`src/rtl/freq_detect.sv`:
```
// Measures the period of an incoming square wave and recovers the divider band/select code.
// Optional DUTY_CHECK_EN: also measures high time and rejects non-50% duty as band_err/duty_err.
module freq_detect #(
  parameter int BASE_PERIOD = 4096,
  parameter int TOL         = 8,
  parameter int LOCK_CNT    = 3,
  parameter int CNT_W       = 14
) (
  input  logic       clk_in,
  input  logic       rst,
  input  logic       sig_in,
  output logic [1:0] sel_out,
  output logic       meas_valid,
  output logic       band_err,
  output logic       locked,
`ifdef DUTY_CHECK_EN
  output logic       duty_err,
`endif
  output logic       no_signal
);

  localparam int SW = $clog2(LOCK_CNT + 1);
  localparam logic [CNT_W-1:0] TMO = CNT_W'(2 * BASE_PERIOD);

  typedef enum logic {WAIT_EDGE, MEASURE} state_t;

  state_t           state_q;
  logic             s1_q, s2_q, s3_q;
  logic [CNT_W-1:0] cnt_q;
  logic [1:0]       sel_q, sel_d;
  logic [SW-1:0]    streak_q, streak_d;
  logic             meas_q, berr_q, lock_q, nosig_q;
  logic             rise, band_hit, match;

  assign rise = s2_q & ~s3_q;

  // Period classification against the four band nominals, done on the rise cycle.
  always_comb begin
    int d;
    band_hit = 1'b0;
    sel_d    = sel_q;
    for (int k = 0; k < 4; k++) begin
      d = int'(cnt_q) - (BASE_PERIOD >> k);
      if (d <= TOL && d >= -TOL) begin
        band_hit = 1'b1;
        sel_d    = 2'(k);
      end
    end
  end

`ifdef DUTY_CHECK_EN
  logic [CNT_W-1:0] hcnt_q;
  logic             hrun_q, dty_q, duty_ok, fall;
  int               dd;

  assign fall = ~s2_q & s3_q;

  always_comb begin
    dd      = 2 * int'(hcnt_q) - int'(cnt_q);
    duty_ok = (dd <= 2 * TOL) && (dd >= -2 * TOL);
  end

  assign match    = band_hit & duty_ok;
  assign duty_err = dty_q;

  always_ff @(posedge clk_in) begin
    if (rst) begin
      hcnt_q <= '0;
      hrun_q <= 1'b0;
      dty_q  <= 1'b0;
    end else begin
      dty_q <= (state_q == MEASURE) && rise && band_hit && !duty_ok;
      if (rise) begin
        hcnt_q <= CNT_W'(1);
        hrun_q <= 1'b1;
      end else if (hrun_q) begin
        if (fall)                hrun_q <= 1'b0;
        else if (hcnt_q != '1)   hcnt_q <= hcnt_q + 1'b1;
      end
    end
  end
`else
  assign match = band_hit;
`endif

  // A band change or a first match after an error starts a fresh streak.
  always_comb begin
    streak_d = '0;
    if (match) begin
      if (streak_q != '0 && sel_d == sel_q)
        streak_d = (streak_q == SW'(LOCK_CNT)) ? streak_q : streak_q + 1'b1;
      else
        streak_d = SW'(1);
    end
  end

  always_ff @(posedge clk_in) begin
    if (rst) begin
      state_q  <= WAIT_EDGE;
      s1_q     <= 1'b0;
      s2_q     <= 1'b0;
      s3_q     <= 1'b0;
      cnt_q    <= '0;
      sel_q    <= 2'b00;
      streak_q <= '0;
      meas_q   <= 1'b0;
      berr_q   <= 1'b0;
      lock_q   <= 1'b0;
      nosig_q  <= 1'b0;
    end else begin
      s1_q   <= sig_in;
      s2_q   <= s1_q;
      s3_q   <= s2_q;
      meas_q <= 1'b0;
      berr_q <= 1'b0;
      case (state_q)
        WAIT_EDGE: begin
          cnt_q <= '0;
          if (rise) begin
            cnt_q   <= CNT_W'(1);
            state_q <= MEASURE;
            nosig_q <= 1'b0;
          end
        end
        MEASURE: begin
          if (rise) begin
            cnt_q    <= CNT_W'(1);
            meas_q   <= match;
            berr_q   <= ~match;
            if (match) sel_q <= sel_d;
            streak_q <= streak_d;
            lock_q   <= (streak_d == SW'(LOCK_CNT));
          end else if (cnt_q == TMO) begin
            state_q  <= WAIT_EDGE;
            cnt_q    <= '0;
            nosig_q  <= 1'b1;
            lock_q   <= 1'b0;
            streak_q <= '0;
          end else begin
            cnt_q <= cnt_q + 1'b1;
          end
        end
        default: state_q <= WAIT_EDGE;
      endcase
    end
  end

  assign sel_out    = sel_q;
  assign meas_valid = meas_q;
  assign band_err   = berr_q;
  assign locked     = lock_q;
  assign no_signal  = nosig_q;

endmodule
```
`config.mk`:
```
export PLATFORM = sky130hd
export DESIGN_NAME = freq_detect
export DESIGN_NICKNAME = d
export VERILOG_FILES = /design/src/rtl/freq_detect.sv
export SDC_FILE = /design/constraint.sdc
export NUM_CORES = 1
export LEC_CHECK = 0
export ABC_AREA = 1
export CORE_MARGIN = 2
export CORE_UTILIZATION = 30
export DETAILED_ROUTE_END_ITERATION = 8
export GPL_TIMING_DRIVEN = 0
export MAX_ROUTING_LAYER = met4
export PLACE_DENSITY_LB_ADDON = 0.25
export SYNTH_ARGS = -nofsm -noshare
export SYNTH_HDL_FRONTEND = slang
export SYNTH_SLANG_ARGS = --single-unit
```
`constraint.sdc`:
```
create_clock -name clk_in -period 1.9 [get_ports clk_in]
set_input_delay 0.285 -clock clk_in [delete_from_list [all_inputs] [get_ports clk_in]]
set_output_delay 0.285 -clock clk_in [all_outputs]
set_load 0.01 [all_outputs]
```
=== Word level (Yosys, flattened, before mapping) ===
Cells that the tools add are included.

* Add/sub/neg operators: 6
* Magnitude comparators: 8
* Eq/ne operators: 7
* Mux-type cells: 27
* Bitwise operators: 5
* Reductions and logical operators: 11

{| class="wikitable"
|+ Operators by type and width
! operator !! count
|-
| greater-or-equal comparator 15 x 4 -> 1 bit (second input constant) || 4
|-
| <= comparator 15 x 5 -> 1 bit (second input constant) || 4
|-
| two-way mux 14 bit || 2
|-
| case mux 14 bit (2 select lines) || 1
|-
| two-way mux 2 bit || 9
|-
| subtractor 14 x 10 -> 15 bit (second input constant) || 1
|-
| subtractor 14 x 11 -> 15 bit (second input constant) || 1
|-
| subtractor 14 x 12 -> 15 bit (second input constant) || 1
|-
| subtractor 14 x 13 -> 15 bit (second input constant) || 1
|-
| adder 14 x 1 -> 14 bit (second input constant) || 1
|-
| == test 14 bit (second input constant) || 1
|-
| two-way mux 1 bit || 13
|-
| AND reduction 3 bit || 2
|-
| logical AND 1 bit || 5
|-
| == test 2 bit (second input constant) || 2
|-
| inequality test 2 bit (second input constant) || 2
|-
| NOT 1 bit || 4
|-
| case mux 1 bit (2 select lines) || 2
|-
| nonzero test 2 bit || 2
|-
| OR reduction 3 bit || 1
|-
| adder 2 x 1 -> 2 bit (second input constant) || 1
|-
| == test 2 bit || 1
|-
| inequality test 2 x 1 -> 1 bit (second input constant) || 1
|-
| AND reduction 2 bit || 1
|-
| bitwise AND 1 bit || 1
|}

* Register bits: 26
* Output and inout port bits: 6
* Word-level logic and storage cells: 75

=== Logic depth before layout (Yosys ltp) ===
Gate-level depths: netlist of the first run.

* Word-level depth: 13
* Gate-level depth with buffers: 18
* Gate-level depth less buffers: 17

=== Least setup slack after synthesis of the first run ===
Ideal clock, no wire load.

* Path kind: reg-to-reg
* From: register cnt_q[12]
* To: register streak_q[0]
* Library setup time: 0.112 ns
* Arrival: 1.773 ns
* Path slack: 0.015 ns
* Cell stages (with the launch flop): 19
* Buffers on the path: 1
* Period minus slack after synthesis: 1.885 ns
* Cells stage by stage: dfxtp_1 > buf_4 > inv_2 > ha_1 > nand3_1 > nor2_1 > nand2_1 > nand2_1 > nand2_1 > nand2_1 > nand2_2 > nand2_1 > nand2_1 > nand2_2 > nand2_2 > a21oi_4 > nand3_1 > nand2_1 > nand2_1

* Longest elaborated chain between the ends: 12
* Elaborated cells on any way between the ends: 32
* Those cells by class: add/sub (4); order compare (8); eq/ne (2); mux (11); reduce/logical (7)

{| class="wikitable"
|+ RTL lines
! element !! RTL line !! source
|-
| start: declaration || 29 || <nowiki>logic [CNT_W-1:0] cnt_q;</nowiki>
|-
| start signal: assignment || 140 || <nowiki>cnt_q <= cnt_q + 1'b1;</nowiki>
|-
| subtractor 14 x 13 -> 15 bit || 43 || <nowiki>d = int'(cnt_q) - (BASE_PERIOD >> k);</nowiki>
|-
| <= comparator 15 x 5 -> 1 bit / greater-or-equal comparator 15 x 4 -> 1 bit (equally long branches) || 44 || <nowiki>if (d <= TOL && d >= -TOL) begin</nowiki>
|-
| logical AND 1 bit || 44 ||
|-
| two-way mux 2 bit (4 in a row) || 44 ||
|-
| == test 2 bit || 90 || <nowiki>if (streak_q != '0 && sel_d == sel_q)</nowiki>
|-
| logical AND 1 bit || 90 ||
|-
| two-way mux 2 bit || 90 ||
|-
| two-way mux 2 bit || 89 || <nowiki>if (match) begin</nowiki>
|-
| two-way mux 2 bit || 126 || <nowiki>if (rise) begin</nowiki>
|-
| end signal: assignment || 131 || <nowiki>streak_q <= streak_d;</nowiki>
|-
| end: declaration || 31 || <nowiki>logic [SW-1:0] streak_q, streak_d;</nowiki>
|}

Parallel ways exist; a longest one is shown, timed or not.
A chain may end at the register's enable or synchronous reset.

=== Worst setup path in the final report of the first run ===
* From: register cnt_q[11]
* To: register lock_q (netlist: locked)

* Longest elaborated chain between the ends: 13
* Elaborated cells on any way between the ends: 33
* Those cells by class: add/sub (4); order compare (8); eq/ne (3); mux (11); reduce/logical (7)

{| class="wikitable"
|+ RTL lines
! element !! RTL line !! source
|-
| subtractor 14 x 13 -> 15 bit || 43 ||
|-
| <= comparator 15 x 5 -> 1 bit / greater-or-equal comparator 15 x 4 -> 1 bit (equally long branches) || 44 ||
|-
| logical AND 1 bit || 44 ||
|-
| two-way mux 2 bit (4 in a row) || 44 ||
|-
| == test 2 bit || 90 ||
|-
| logical AND 1 bit || 90 ||
|-
| two-way mux 2 bit || 90 ||
|-
| two-way mux 2 bit || 89 ||
|-
| == test 2 bit || 132 || <nowiki>lock_q <= (streak_d == SW'(LOCK_CNT));</nowiki>
|-
| two-way mux 1 bit || 126 ||
|-
| end signal: assignment || 132 ||
|-
| end: declaration || 32 || <nowiki>logic meas_q, berr_q, lock_q, nosig_q;</nowiki>
|}

Parallel ways exist; a longest one is shown, timed or not.

==> flow_metrics.py, run 1 <==
metrics = {
    "cells_and_area": {
        "final_cell_mix": "nand2_1, nor2_1, inv_1",
        "antenna_cells": 0,
        "fillers": 552,
        "final_common_cell": "nand2_1",
        "fin_area_um2": 2110,
        "syn_to_final_growth_pct": 29.0,
        "nNetsFinal": 283,
        "drive_above_1_share": 0.240,
    },
    "clock_tree": {
        "clk_path_buf_depth": 2,
        "root_buffer": "clkbuf_8",
        "clkSinkCount": 26,
        "clk_latency_ns": 0.27,
        "htree_levels": 1,
        "cts_tree": "built",
        "cts_buffers": 3,
        "clkTransAtPathRegs_ns": 0.09,
    },
    "detailed_routing": {
        "avgViaCountPerCell": 4.60,
        "ant_nets": 0,
        "dr.pass1.iters": 4,
        "drc_errors": 0,
        "num_vias": 1569,
        "drt-total-wl_mm": 3.73,
        "routedWlPerCell_um": 11.0,
        "first_iter_violations": 74,
    },
    "timing": {
        "fin_crit_ns": 1.96,
        "whs_ns": 0.404,
        "fin_worst_skew_ns": 0.00502,
        "maxSlewHeadroom": 0.685,
        "hold_viol_final": 0,
        "finalWorstSetupSlack_ns": -0.0638,
        "slew_violations": 0,
        "worstMarginPinSlew_ns": 0.473,
        "setup_tns_ns": -0.0813,
        "setup_viol": 2,
        "min_period_over_period": 1.03,
        "rsz0062_at_grt": "yes",
        "max_freq_mhz": 509,
    },
    "floorplan": {
        "coreArea_um2": 5170,
        "ios": 9,
        "dieArea_um2": 6050,
        "fp.dieH_um": 77.8,
        "die_width_um": 77.8,
        "row_count": 26,
        "start_util": 0.316,
    },
    "place": {
        "dpl_cell_area_um2": 1790,
        "portBuffers": 7,
        "gp_congestion": 0.766,
        "dp_hpwl_mm": 2.70,
    },
    "power": {
        "p_sw_frac": 0.192,
        "p_int_w": 0.000837,
        "seqPwrFrac": 0.529,
        "power_frac_comb": 0.027,
        "cellPowerDensity_nw_per_um2": 491,
        "p_leak_nw": 0.872,
        "ir_drop_mv": 0.304,
        "p_sw_w": 0.000198,
        "p_total_w": 0.00104,
        "p_clk_frac": 0.444,
    },
    "grt": {
        "grt_pass1_wl_mm": 6.40,
        "grt_pass1_vias": 1384,
        "grt_start_max_net_pins": 16,
        "track_usage": 0.134,
        "grt_overflow_total": 0,
        "grt_antenna_before_repair": 0,
    },
    "setup_path": {
        "r2r_slack_ns": -0.06,
        "r2r_end": "locked",
        "cp.arrival_ns": 2.17,
        "rr_startpoint": "cnt_q[11]",
        "end_kind": "flop",
        "crit_type": "reg -> reg",
        "startpoint_type": "flop",
        "crit_fanout": 7,
        "crit_end": "locked",
        "r2r_cells": 14,
        "worstPathRequired_ns": 2.11,
        "critPathLaunch": "cnt_q[11]",
    },
    "synthesis": {
        "ys_warn_count": 0,
        "synth.avg_cell_area_um2": 6.58,
        "yosysSeqAreaShare": 0.319,
        "syn-cell-area_um2": 1630,
        "synth_seq_cells": 26,
        "syn_inst": 248,
        "syn-num-nets": 259,
        "synth_cell_type_count": 32,
    },
    "worst_hold_path": {
        "hp-start": "rst",
        "hold_path.class": "in -> reg",
    },
    "run": {
        "cap_violations": 0,
    },
    "status": {
        "violations": "negative setup slack",
        "status": "finished, violations left",
    },
}
-- cells by family after synthesis --
family                     after synthesis  share of synthesized area
AOI/OAI and AO/OA                       22                     0.0843
DFF                                     26                      0.319
adders and majority gates                8                     0.0613
buffers and inverters                   44                      0.109
and+or+nand+nor                        145                      0.411
xor gates and xnor gates                 3                     0.0161
-- worst min-delay path by stage --
stage	end	slack, ns	cells after the start
finish	s1_q	0.40	2
global route	s2_q	0.44	2
CTS	s3_q	0.40	2
detailed placement	s2_q	0.40	2
global placement	s2_q	0.39	2
floorplan	s2_q	0.39	2
-- power by group through the flow --
stage,clock [W],combinational (W),sequential [W]
after global routing,0.000501,0.0000322,0.000549
final,0.000460,0.0000276,0.000548
after floorplan,0,0.0000189,0.000564
after global placement,0,0.0000263,0.000564
after detailed placement,0,0.0000264,0.000565
after CTS,0.000476,0.0000272,0.000548
-- area by class of cell --
cell class                 instances  area [um2]  share of cell area
multi-input combinational        178        1050               0.496
sequential                        26         534               0.254
inverter                          40         170              0.0808
timing repair buffer              19         164              0.0778
tap                               70        87.6              0.0416
clock buffer                       3        41.3              0.0196
buffer                             4        33.8              0.0160
clock inverter                     1        30.0              0.0143
-- metrics by stage --
step | util | setup WS, ns | cells
after floorplan | - | 0.0146 | 248
after global placement | 0.346 | -0.332 | 325
after detailed placement | 0.346 | -0.330 | 325
after CTS | 0.392 | -0.0507 | 337
after global routing | 0.407 | -0.211 | 341
final | 0.407 | -0.0638 | 341
-- layer usage --
layer / vias to the layer above / share of wire / track usage
met3: 5 / 0.022 / 0.0174
met4: 0 / 0.015 / 0.0429
met2: 20 / 0.47 / 0.216
li1: 827 / - / -
met5: - / 0 / -
met1: 717 / 0.50 / 0.174
-- critical path: stages (launching register included) --
cell	delay (ns)
dfxtp_4	0.37
inv_6	0.11
ha_4	0.16
nand3_1	0.15
nor2_2	0.16
nand3_1	0.11
nand2_1	0.10
nand2_2	0.07
nand2_1	0.06
nand2_1	0.05
nand2_2	0.09
nand2_4	0.06
a21oi_4	0.14
nand4_1	0.12
a21oi_1	0.14
-- flip-flops by register name, indices dropped and copies added, names as in the netlist --
signal / flops
s1_q: 1
cnt_q: 14
no_signal: 1
state_q: 1
locked: 1
s3_q: 1
sel_out: 2
meas_valid: 1
band_err: 1
s2_q: 1
streak_q: 2
-- cells in the mapped netlist --
library cell / count / area share
inv_2: 5 / 0.011
buf_2: 1 / 0.0031
o21ai_1: 1 / 0.0031
nor3b_1: 2 / 0.0092
ha_1: 8 / 0.061
nor2_1: 38 / 0.087
o21ai_0: 3 / 0.0092
o31ai_1: 1 / 0.0046
a21oi_1: 10 / 0.031
a21oi_4: 1 / 0.010
nand4_1: 3 / 0.011
a211oi_1: 1 / 0.0046
clkbuf_1: 1 / 0.0023
o21a_1: 2 / 0.0092
nor2_2: 3 / 0.011
buf_4: 1 / 0.0046
nand2_1: 53 / 0.12
xor2_1: 3 / 0.016
nor4b_1: 1 / 0.0054
nor3_1: 6 / 0.018
nand2_2: 9 / 0.034
clkinv_1: 1 / 0.0023
nor2_4: 3 / 0.021
buf_6: 1 / 0.0069
nand3b_1: 2 / 0.0092
nor4_1: 2 / 0.0077
a31oi_1: 1 / 0.0038
nand3_1: 22 / 0.067
nor3_2: 1 / 0.0061
inv_1: 34 / 0.078
o211ai_1: 2 / 0.0092
dfxtp_1: 26 / 0.32
-- what timing repair did --
item	4_1_cts	5_1_grt
buffers inserted	8	4
endpoints found under the hold margin	0	0
pin swaps	10	7
endpoints found under the setup margin	17	17
hold buffers	0	0
gates resized for setup	34	12
(Power assumes the default switching activity.)
==> inputs of run 2 (changes only) <==
Settings changed: CORE_UTILIZATION 30 to 59, PLACE_DENSITY set to 0.79, PLACE_DENSITY_LB_ADDON 0.25 to not set.
Clock period 1.9 ns to 2.2 ns, I/O delays scaled along.
==> run 2 against run 1 <==
Effect of this change: the run now ends clean; critical path depth grew 2; power fell by 20%; wire length fell by 14%; combinational power fell by 19%; die area down 47%; final cell count decreased by 15%; clock power decreased by 28%; non-clock buffer count down 12; global-route usage up 9.2 points; maximum frequency decreased by 3.7%; critical path type unchanged.
==> flow_metrics.py, run 2 (same netlist as run 1, synthesis figures left out) <==
metrics = {
    "status": {
        "status": "completed",
    },
    "timing": {
        "hold_viol_final": 0,
        "maxSlewHeadroom": 0.720,
        "max_freq_mhz": 490,
        "fin_crit_ns": 2.04,
        "min_period_over_period": 0.927,
        "setup_viol": 0,
        "worstMarginPinSlew_ns": 0.421,
        "slew_violations": 0,
        "fin_worst_skew_ns": 0.0113,
    },
    "detailed_routing": {
        "ant_nets": 0,
        "num_vias": 1498,
        "first_iter_violations": 61,
        "avgViaCountPerCell": 5.17,
        "drt-total-wl_mm": 3.22,
        "routedWlPerCell_um": 11.1,
        "drc_errors": 0,
        "dr.pass1.iters": 4,
    },
    "cells_and_area": {
        "fillers": 255,
        "antenna_cells": 0,
        "final_common_cell": "nand2_1",
        "nNetsFinal": 271,
        "seq_area_um2": 528,
        "drive_above_1_share": 0.139,
        "finalNonFillerCells": 290,
        "fin_area_um2": 1830,
        "final_cell_mix": "nand2_1, nor2_1, inv_1",
        "multiInputGateArea_um2": 957,
        "largest_reg_flops": 14,
        "regMostFlops": "cnt_q",
        "syn_to_final_growth_pct": 12.1,
    },
    "setup_path": {
        "end_kind": "flop",
        "worstPathRequired_ns": 2.48,
        "slowest_stage": "dfxtp_4",
        "crit_chain": "inv_1 -> ha_4 -> nand2_1 -> inv_1 -> nand2_1 -> nand3_1 -> nor2_1 -> nand2_1 -> nand2_1 -> nor2_4 -> nor2_1 -> nor2_1 -> nand2_1 -> a21oi_4 -> nand4_1 -> a21oi_1",
        "crit_top_cell": "nand2_1",
        "crit_fanout": 7,
        "crit_type": "reg -> reg",
        "r2r_slack_ns": 0.16,
        "cp.arrival_ns": 2.32,
        "startpoint_type": "flop",
        "slowest_delay_ns": 0.39,
    },
    "clock_tree": {
        "htree_levels": 1,
        "clkTransAtPathRegs_ns": 0.14,
        "root_buffer": "clkbuf_4",
        "ctsHoldBuffers": 0,
        "clk_path_buf_depth": 2,
        "cts_buffers": 3,
        "clkSinkCount": 26,
        "clk_latency_ns": 0.33,
        "cts_tree": "built",
    },
    "floorplan": {
        "fp.dieH_um": 56.6,
        "die_width_um": 56.6,
        "coreArea_um2": 2690,
        "row_count": 19,
        "dieArea_um2": 3200,
        "start_util": 0.608,
        "ios": 9,
    },
    "place": {
        "dpl_cell_area_um2": 1740,
        "dpl.cell_count": 286,
        "gp_congestion": 0.854,
        "portBuffers": 7,
        "dp_hpwl_mm": 2.49,
    },
    "grt": {
        "grt_overflow_total": 0,
        "grt_start_max_net_pins": 16,
        "track_usage": 0.226,
        "grt_pass1_wl_mm": 5.51,
        "grt_antenna_before_repair": 0,
        "grt_pass1_vias": 1273,
    },
    "power": {
        "p_leak_nw": 0.780,
        "cellPowerDensity_nw_per_um2": 452,
        "ir_drop_mv": 0.506,
    },
    "worst_hold_path": {
        "hold_path.class": "in -> reg",
    },
    "run": {
        "cap_violations": 0,
    },
}
## run 2: cell types whose count changed in the layout (fill, tap and decap cells not counted), moves of 3 or more
cell and delta:
clkbuf_8 -3, nand2_2 -3, nand2_1 +4, buf_4 -12, clkbuf_4 +3, nand3_1 +3
## run 2: area by class of cell
cell class	count	area share
Buffer	4	0.0171
Clock buffer	3	0.0123
Clock inverter	1	0.0164
Inverter	40	0.0834
Multi-Input combinational cell	178	0.523
Sequential cell	26	0.288
Tap cell	31	0.0212
Timing Repair Buffer	7	0.0383
## run 2: per-layer routing
metal,vias up,share of wire,GRT usage
met4,0,0.019,0.109
met5,-,0,-
met3,5,0.032,0.0276
met1,665,0.50,0.312
met2,21,0.45,0.327
li1,807,-,-
## run 2: worst max-delay path, delay by kind of cell (launching register included)
| family | cells | cell delay [ns] |
|---|---|---|
| compound gates | 2 | 0.27 |
| fa+ha+maj | 1 | 0.19 |
| buf+inv | 2 | 0.28 |
| flops | 1 | 0.39 |
| simple gates | 11 | 0.86 |
## run 2: per-stage QoR
stage / worst slack, ns / total power (W) / util / hold slack [ns] / setup TNS [ns]
2_1_floorplan: 0.315 / 0.000504 / - / 0.388 / 0
5_1_grt: -0.0326 / 0.000860 / 0.681 / 0.385 / -0.0920
6_report: 0.160 / 0.000828 / 0.681 / 0.359 / 0
3_3_place_gp: 0.0455 / 0.000510 / 0.648 / 0.401 / 0
4_1_cts: 0.0292 / 0.000842 / 0.668 / 0.358 / 0
3_5_place_dp: 0.0502 / 0.000510 / 0.648 / 0.400 / 0
## run 2: final timing paths
check / startpoint / end / cells after the start
worst min register to register: s1_q / s2_q / 2
worst max-delay path: cnt_q[13] / locked / 16
worst min-delay path: rst / s2_q / 2
worst max register to register: cnt_q[13] / locked / 16
## run 2: timing repair
action                     in CTS  in global routing
hold endpoints to repair        0                  0
gates resized for setup         0                 12
setup endpoints to repair       0                 15
buffers inserted                0                  0
## run 2: report_power, final
group / leakage (nW) / switching (W) / internal, W
sequential: 0.212 / 0.00000189 / 0.000474
combinational: 0.539 / 0.0000149 / 0.00000746
clock: 0.0279 / 0.000145 / 0.000185
==> inputs of run 3 (changes only) <==
Settings changed: CORE_MARGIN 2 to not set, REMOVE_ABC_BUFFERS set to 1.
Clock period 2.2 ns to 2.1 ns, I/O delays scaled along.
==> run 3 against run 2 <==
Effect of this change: final cell count unchanged; utilization up 6.3 points; critical path type unchanged; highest routed layer unchanged; maximum frequency up 1.3%; largest cell class unchanged.
==> flow_metrics.py, run 3 (same netlist as run 1, synthesis figures left out) <==
metrics = {
    "status": {
        "status": "completed",
    },
    "cells_and_area": {
        "final_common_cell": "nand2_1",
        "fin_area_um2": 1890,
        "drive_above_1_share": 0.177,
        "final_cell_mix": "nand2_1, nor2_1, inv_1",
        "post-route-util": 0.744,
        "syn_to_final_growth_pct": 16.0,
        "regMostFlops": "cnt_q",
        "nNetsFinal": 272,
        "antenna_cells": 0,
        "largest_reg_flops": 14,
        "finalNonFillerCells": 290,
    },
    "grt": {
        "grt_pass1_vias": 1247,
        "met2_usage": 0.380,
        "grt_overflow_total": 0,
        "grt_antenna_before_repair": 0,
        "grt_start_max_net_pins": 16,
        "track_usage": 0.246,
        "use_met3": 0.0333,
        "busiest_layer": "met2",
        "grt_pass1_wl_mm": 5.17,
        "met1_usage": 0.334,
    },
    "place": {
        "place_ws_ns": -0.169,
        "dp_hpwl_mm": 2.43,
        "dpl.cell_count": 282,
        "gp_congestion": 0.871,
        "portBuffers": 8,
        "dpl_cell_area_um2": 1720,
    },
    "timing": {
        "fin_worst_skew_ns": 0.0105,
        "maxSlewHeadroom": 0.724,
        "setup_viol": 0,
        "rsz0062_at_grt": "yes",
        "worstMarginPinSlew_ns": 0.410,
        "fin_crit_ns": 2.01,
        "hold_viol_final": 0,
        "max_freq_mhz": 496,
        "slew_violations": 0,
        "whs_ns": 0.411,
        "finalWorstSetupSlack_ns": 0.0857,
        "min_period_over_period": 0.959,
    },
    "setup_path": {
        "worstPathRequired_ns": 2.37,
        "slowest_delay_ns": 0.44,
        "crit_top_cell": "nand2_1",
        "crit_end": "locked",
        "crit_fanout": 7,
        "end_kind": "flop",
        "r2r_end": "locked",
        "r2r_slack_ns": 0.09,
        "startpoint_type": "flop",
        "slowest_stage": "dfxtp_4",
        "rr_startpoint": "cnt_q[12]",
        "crit_type": "reg -> reg",
        "cp.arrival_ns": 2.28,
        "critPathLaunch": "cnt_q[12]",
        "r2r_cells": 16,
        "crit_chain": "inv_6 -> ha_4 -> nand3_1 -> nor2_1 -> nand2_1 -> nand2_1 -> nand2_1 -> nand2_1 -> nand2_2 -> nand2_1 -> nand2_1 -> nand2_2 -> nand2_2 -> a21oi_4 -> nand4_1 -> a21oi_1",
    },
    "clock_tree": {
        "root_buffer": "clkbuf_4",
        "clkSinkCount": 26,
        "clk_latency_ns": 0.33,
        "clk_path_buf_depth": 2,
        "clkTransAtPathRegs_ns": 0.15,
        "cts_buffers": 3,
        "cts_tree": "built",
        "htree_levels": 1,
    },
    "worst_hold_path": {
        "hold_path.class": "reg -> reg",
        "hp-start": "s1_q",
    },
    "floorplan": {
        "dieArea_um2": 2980,
        "start_util": 0.642,
        "fp.dieH_um": 54.6,
        "ios": 9,
        "die_width_um": 54.6,
        "row_count": 18,
        "coreArea_um2": 2540,
    },
    "detailed_routing": {
        "drc_errors": 0,
        "routedWlPerCell_um": 11.3,
        "dr.pass1.iters": 4,
        "drt-total-wl_mm": 3.27,
        "num_vias": 1490,
        "ant_nets": 0,
        "avgViaCountPerCell": 5.14,
        "first_iter_violations": 43,
    },
    "power": {
        "p_sw_frac": 0.198,
        "ir_drop_mv": 0.417,
        "cellPowerDensity_nw_per_um2": 458,
        "seqPwrFrac": 0.571,
        "p_leak_nw": 0.801,
        "p_clk_frac": 0.400,
        "p_int_w": 0.000695,
        "p_sw_w": 0.000172,
        "power_frac_comb": 0.029,
    },
    "run": {
        "cap_violations": 0,
    },
}
## run 3: through the flow
stage	power (W)	setup TNS, ns
2_1_floorplan	0.000525	0
3_3_place_gp	0.000535	-0.556
5_1_grt	0.000893	-0.146
3_5_place_dp	0.000535	-0.610
4_1_cts	0.000875	0
6_report	0.000867	0
## run 3: timing repair
action / in CTS / in global routing
setup buffers: 0 / 4
endpoints found under the setup margin: 6 / 7
hold endpoints to repair: 0 / 0
gates resized for setup: 7 / 23
hold buffers: 0 / 0
pin swaps: 0 / 2
## run 3: final cells by class
class / count / area [um2]
multi-input combinational: 178 / 992
fill: 224 / 651
clock buffer: 3 / 22.5
inverter: 40 / 165
timing repair buffer: 12 / 110
sequential: 26 / 537
clock inverter: 1 / 30.0
tap: 30 / 37.5
## run 3: how the worst min path moves through the flow
stage          endpoint  depth (start not counted)
6_report           s2_q                          2
3_5_place_dp       s2_q                          2
5_1_grt            s2_q                          2
4_1_cts            s2_q                          2
3_3_place_gp       s2_q                          2
2_1_floorplan    locked                          1
## run 3: critical path, delay by kind of cell, from the launching register on
family	cells	cell delay, ns
adders and majority gates	1	0.25
and+or+nand+nor	12	0.94
AOI/OAI and AO/OA	2	0.27
DFF	1	0.44
buffers and inverters	1	0.06
## run 3: power by group through the flow
stage | registers [W] | logic (W) | clock network [W]
finish | 0.000495 | 0.0000250 | 0.000347
global route | 0.000496 | 0.0000289 | 0.000368
CTS | 0.000499 | 0.0000241 | 0.000353
detailed placement | 0.000511 | 0.0000241 | 0
global placement | 0.000511 | 0.0000239 | 0
floorplan | 0.000510 | 0.0000145 | 0
## run 3: layer usage
layer | up-vias | part of all wire
met5 | - | 0
met4 | 0 | 0.0083
met3 | 4 | 0.049
met2 | 37 | 0.45
met1 | 643 | 0.49
li1 | 806 | -
==> variant 1: new RTL, config.mk and constraints of run 1 <==
Set the parameter `LOCK_CNT` to 6 (it was 3).
--- a/src/rtl/freq_detect.sv
+++ b/src/rtl/freq_detect.sv
@@ -3,7 +3,7 @@
 module freq_detect #(
   parameter int BASE_PERIOD = 4096,
   parameter int TOL         = 8,
-  parameter int LOCK_CNT    = 3,
+  parameter int LOCK_CNT    = 6,
   parameter int CNT_W       = 14
 ) (
   input  logic       clk_in,
Behaviour: no difference found for any inputs over 10 cycles, from zero or initial values and one cycle with rst high; that may be too few to reach the edited logic, so the function may still have changed.
==> variant 1 against run 1 <==
  * The run still ends with negative setup slack left
  * Area after synthesis is 7.8% higher
  * Total power shrank 9.7%
  * Routed wire length up 6.7%
  * Combinational power up 17%
  * Non-clock buffer count stayed put
  * Sequential cell count is 1 higher
  * Sequential power is 3.8% higher
  * Setup slack improved by 0.059 ns
  * Final area grew 8.0%
  * Critical path depth is 2 higher
  * Critical path type unchanged
  * Highest routed layer unchanged
==> variant 1: results (changes against run 1) <==
| Metric | Value |
|---|---|
| Status | complete, but fails checks (unchanged) |
| Max incr delay on CP | 0.35 ns (was 0.37 ns) |
| Top cells by area, synth | dfxtp_1 (31%), nand2_1 (13%), nor2_1 (8.5%) (was dfxtp_1 (32%), nand2_1 (12%), nor2_1 (8.7%)) |
| CP max stage cell | dfxtp_2 (was dfxtp_4) |
| Largest net degree at the start of global routing | 17 (was 16) |
| Total GRT Usage | 0.144 (was 0.134) |
| Routability Congestion | 0.791 (was 0.766) |
| R2R cell count | 16 (was 14) |
| Final wirelength | 3980 um (was 3730 um) |
| Nets | 306 (was 283) |
| Sequential share of the synthesized area | 0.307 (was 0.319) |
| Global-route wire length before repair | 7270 um (was 6400 um) |
| Worst r2r src | cnt_q[12]$_SDFF_PP0_ (was cnt_q[11]$_SDFF_PP0_) |
| Vias in the first global route | 1657 (was 1384) |
| Dpl hpwl | 3040 um (was 2700 um) |
| Failing checks | negative setup slack (unchanged) |
| Peak supply drop | 293 uV (was 304 uV) |
| Met3 Wirelength | 72 um (was 81 um) |
| First DRT Iteration DRCs | 68 (was 74) |
| # fillers | 618 (was 552) |
| WHS Endpoint | s2_q$_SDFF_PP0_ (was s1_q$_SDFF_PP0_) |
| Layout cell share with drive strength beyond 1 | 0.285 (was 0.240) |
| Finish-stage setup viols | 1 (was 2) |
| Final setup margin | -0.00435 ns (was -0.0638 ns) |
| Worst slack at placement | -0.296 ns (was -0.330 ns) |
==> variant 1: logic make-up (layout without fill, tap and decap cells) <==
kind of cell    count (synthesis)  count (layout)
flops                          27              27
compound gates                 25              25
xor+xnor                        5               5
buf+inv                        42              66
simple gates                  157             157
fa+ha+maj                      11              11
==> variant 1: cell type report <==
cell class	instances	area, um^2	area share
buffer	3	22.5	0.00990
sequential	27	556	0.244
tap	72	90.1	0.0396
clock buffer	3	41.3	0.0182
clock inverter	1	7.51	0.00330
inverter	39	163	0.0715
multi-input combinational	198	1210	0.534
timing repair buffer	20	181	0.0798
==> variant 1: power by group <==
group	total, mW	leakage, nW	switching [mW]	internal, mW
clock network	0.333	0.0217	0.185	0.149
registers	0.569	0.222	0.00234	0.567
logic	0.0324	0.717	0.0200	0.0124
total	0.935	0.961	0.207	0.728
==> variant 1: worst max path at each step <==
stage,slack (ns),end,cells after the start,startpoint
2_1_floorplan,0.007,streak_q[0]$_SDFFE_PP0P_,16,cnt_q[12]$_SDFF_PP0_
3_3_place_gp,-0.28,streak_q[0]$_SDFFE_PP0P_,16,cnt_q[12]$_SDFF_PP0_
3_5_place_dp,-0.30,streak_q[0]$_SDFFE_PP0P_,16,cnt_q[12]$_SDFF_PP0_
4_1_cts,0.002,streak_q[0]$_SDFFE_PP0P_,16,cnt_q[12]$_SDFF_PP0_
5_1_grt,-0.16,streak_q[0]$_SDFFE_PP0P_,16,cnt_q[12]$_SDFF_PP0_
6_report,-0.004,streak_q[0]$_SDFFE_PP0P_,16,cnt_q[12]$_SDFF_PP0_
==> variant 1: per-layer routing <==
metal	vias up	GRT usage
met3	6	0.0157
met1	758	0.188
met4	0	0.0441
met2	14	0.233
li1	895	-
met5	-	-
==> variant 1: worst reg2reg max path, cell delays in order, from the launching register on <==
cell,delay (ns)
dfxtp_2,0.35
buf_6,0.11
clkinvlp_4,0.10
ha_4,0.18
nand2_4,0.07
nor2_2,0.03
and2_4,0.13
nand2_2,0.06
nor2_2,0.04
nor2_2,0.12
nand2_1,0.08
nand2_1,0.09
nand2_2,0.07
nor2_4,0.14
nand2_2,0.09
o21ai_2,0.12
nand2_1,0.06
==> variant 1: timing repair <==
item                       in CTS  in global routing
gates resized for setup        26                 33
buffers inserted               11                  1
pin swaps                       8                 16
setup endpoints to repair      18                 13
==> variant 1: per-stage QoR <==
stage               hold WS, ns  instances  setup TNS, ns  area, um^2  total power [mW]
finish                    0.411        363       -0.00435        2270             0.935
global route              0.426        363         -0.822        2270             0.990
CTS                       0.415        362              0        2160             0.957
detailed placement        0.397        347          -1.53        1930             0.616
global placement          0.390        347          -1.23        1930             0.616
floorplan                 0.388        267              0        1760             0.605
==> variant 2: new RTL, settings of run 1 <==
Made on the original files. Add an input register stage for `sig_in`, without a reset; this delays it by one clock.
--- a/src/rtl/freq_detect.sv
+++ b/src/rtl/freq_detect.sv
@@ -23,6 +23,12 @@
   localparam logic [CNT_W-1:0] TMO = CNT_W'(2 * BASE_PERIOD);
 
   typedef enum logic {WAIT_EDGE, MEASURE} state_t;
+
+  logic sig_q;
+
+  always_ff @(posedge clk_in) begin
+    sig_q <= sig_in;
+  end
 
   state_t           state_q;
   logic             s1_q, s2_q, s3_q;
@@ -108,7 +114,7 @@
       lock_q   <= 1'b0;
       nosig_q  <= 1'b0;
     end else begin
-      s1_q   <= sig_in;
+      s1_q   <= sig_q;
       s2_q   <= s1_q;
       s3_q   <= s2_q;
       meas_q <= 1'b0;
Formal check against the unedited RTL: not equivalent (Yosys sat finds a counterexample within 10 cycles, from zero or initial values and one cycle with rst high).
==> variant 2 against run 1 <==
  * The flow still finishes with violations (negative setup slack)
  * Core utilization decreased by 1.7 points
  * Area after synthesis increased by 1.6%
  * Setup slack got worse by 0.082 ns
  * Final area increased by 0.83%
  * Clock power decreased by 27%
  * First-iteration DRC count decreased by 6.8%
  * Combinational power increased by 4%
  * Sequential power increased by 4.4%
  * Routed wire length decreased by 5.4%
  * Sequential share of layout area increased by 0.56 points
  * Total power decreased by 9.5%
  * Sequential cell count increased by 1
  * Die area increased by 1.5%
==> variant 2: results (changes against run 1) <==
| Metric | Value |
|---|---|
| Total GRT Usage | 0.118 (was 0.134) |
| Dpl hpwl | 2640 um (was 2700 um) |
| Wire length per cell | 10.1 um (was 11.0 um) |
| R2R cell count | 17 (was 14) |
| Hold Slack | 0.408 ns (was 0.404 ns) |
| Vias in the first global route | 1287 (was 1384) |
| Sequential share of the synthesized area | 0.326 (was 0.319) |
| Peak supply drop | 197 uV (was 304 uV) |
| Failing checks | negative setup slack (unchanged) |
| Largest net degree at the start of global routing | 17 (was 16) |
| Routability Congestion | 0.841 (was 0.766) |
| Sequential power share | 0.610 (was 0.529) |
| Post-placement cell count | 332 (was 325) |
| Finish-stage setup viols | 3 (was 2) |
| Crit path arrival time | 2.26 ns (was 2.17 ns) |
| Worst r2r src | cnt_q[10]$_SDFF_PP0_ (was cnt_q[11]$_SDFF_PP0_) |
| Nets | 288 (was 283) |
| Vias per std cell | 4.35 (was 4.60) |
| Setup crit start | cnt_q[10]$_SDFF_PP0_ (was cnt_q[11]$_SDFF_PP0_) |
| Final setup margin | -0.146 ns (was -0.0638 ns) |
| Worst Skew | 0.00597 ns (was 0.00502 ns) |
| Met2 WL | 1610 um (was 1750 um) |
| M1 GR Usage | 0.156 (was 0.174) |
| Post-Synthesis Cells | 252 (was 248) |
| Most frequent cells after synthesis | nand2_1 (57), nor2_1 (44), inv_1 (34) (was nand2_1 (53), nor2_1 (38), inv_1 (34)) |
| Status | complete, but fails checks (unchanged) |
| Global-route wire length before repair | 5690 um (was 6400 um) |
| Layout cell share with drive strength beyond 1 | 0.254 (was 0.240) |
| Metal1 wirelength | 1800 um (was 1850 um) |
| Sw power | 0.208 mW (was 0.198 mW) |
| Hold Crit Class | reg -> reg (was in -> reg) |
| Worst slew margin | 0.696 (was 0.685) |
| Final wirelength | 3530 um (was 3730 um) |
| Max incr delay on CP | 0.34 ns (was 0.37 ns) |
| Max FFs per register | 14 (unchanged) |
| Leakage | 0.916 nW (was 0.872 nW) |
| Buffers added on ports | 8 (was 7) |
| First DRT Iteration DRCs | 69 (was 74) |
| Crit Path Max Fanout | 8 (was 7) |
| Pwr Total | 0.937 mW (was 1.04 mW) |
| Syn nets | 263 (was 259) |
| Synth warn | 0 (unchanged) |
| Met3 global-route usage | 0.0138 (was 0.0174) |
| Hold Crit Start | sig_q$_DFF_P_ (was rst) |
| Grt met2 use | 0.187 (was 0.216) |
| Power in the clock group | 0.337 mW (was 0.460 mW) |
variant 2: cell types whose count changed in the layout (fill, tap and decap cells not counted), moves of 3 or more:
cell | run 1 | this run
nand3_1 | 19 | 12
nor2_2 | 3 | 9
nand2_1 | 48 | 51
nand2_2 | 13 | 10
nor2_1 | 36 | 39
or2_2 | 0 | 3
variant 2: cell type report:
| cell class | instances | area, um^2 |
|---|---|---|
| Multi-Input combinational cell | 182 | 1060 |
| Inverter | 37 | 153 |
| Clock inverter | 1 | 7.51 |
| Buffer | 5 | 41.3 |
| Timing Repair Buffer | 21 | 181 |
| Sequential cell | 27 | 551 |
| Fill cell | 575 | 3310 |
| Tap cell | 72 | 90.1 |
| Clock buffer | 3 | 41.3 |
variant 2: tightest hold or removal path: stages (launching register included):
cell     delay [ns]
dfxtp_1        0.31
inv_1          0.04
nor2_1         0.03
variant 2: cell families (layout without fill, tap and decap cells):
group | Yosys count | count (layout) | synth area share
AOI/OAI and AO/OA | 21 | 21 | 0.0792
DFF | 27 | 27 | 0.326
and+or+nand+nor | 148 | 148 | 0.397
buffers and inverters | 43 | 67 | 0.111
xor gates and xnor gates | 5 | 5 | 0.0264
adders and majority gates | 8 | 8 | 0.0603
variant 2: repair_timing:
item | in CTS | in global routing
buffers inserted | 7 | 6
pin swaps | 7 | 12
resized for setup | 17 | 23
endpoints found under the setup margin | 18 | 16
hold buffers | 0 | 0
variant 2: metrics by stage:
step / area, um^2 / setup TNS, ns / setup WS (ns) / util
6_report: 2120 / -0.317 / -0.146 / 0.391
5_1_grt: 2120 / -1.13 / -0.272 / 0.391
4_1_cts: 2010 / -0.251 / -0.117 / 0.370
3_5_place_dp: 1850 / -5.06 / -0.398 / 0.341
3_3_place_gp: 1850 / -4.76 / -0.358 / 0.341
2_1_floorplan: 1680 / -0.000252 / -0.000252 / -
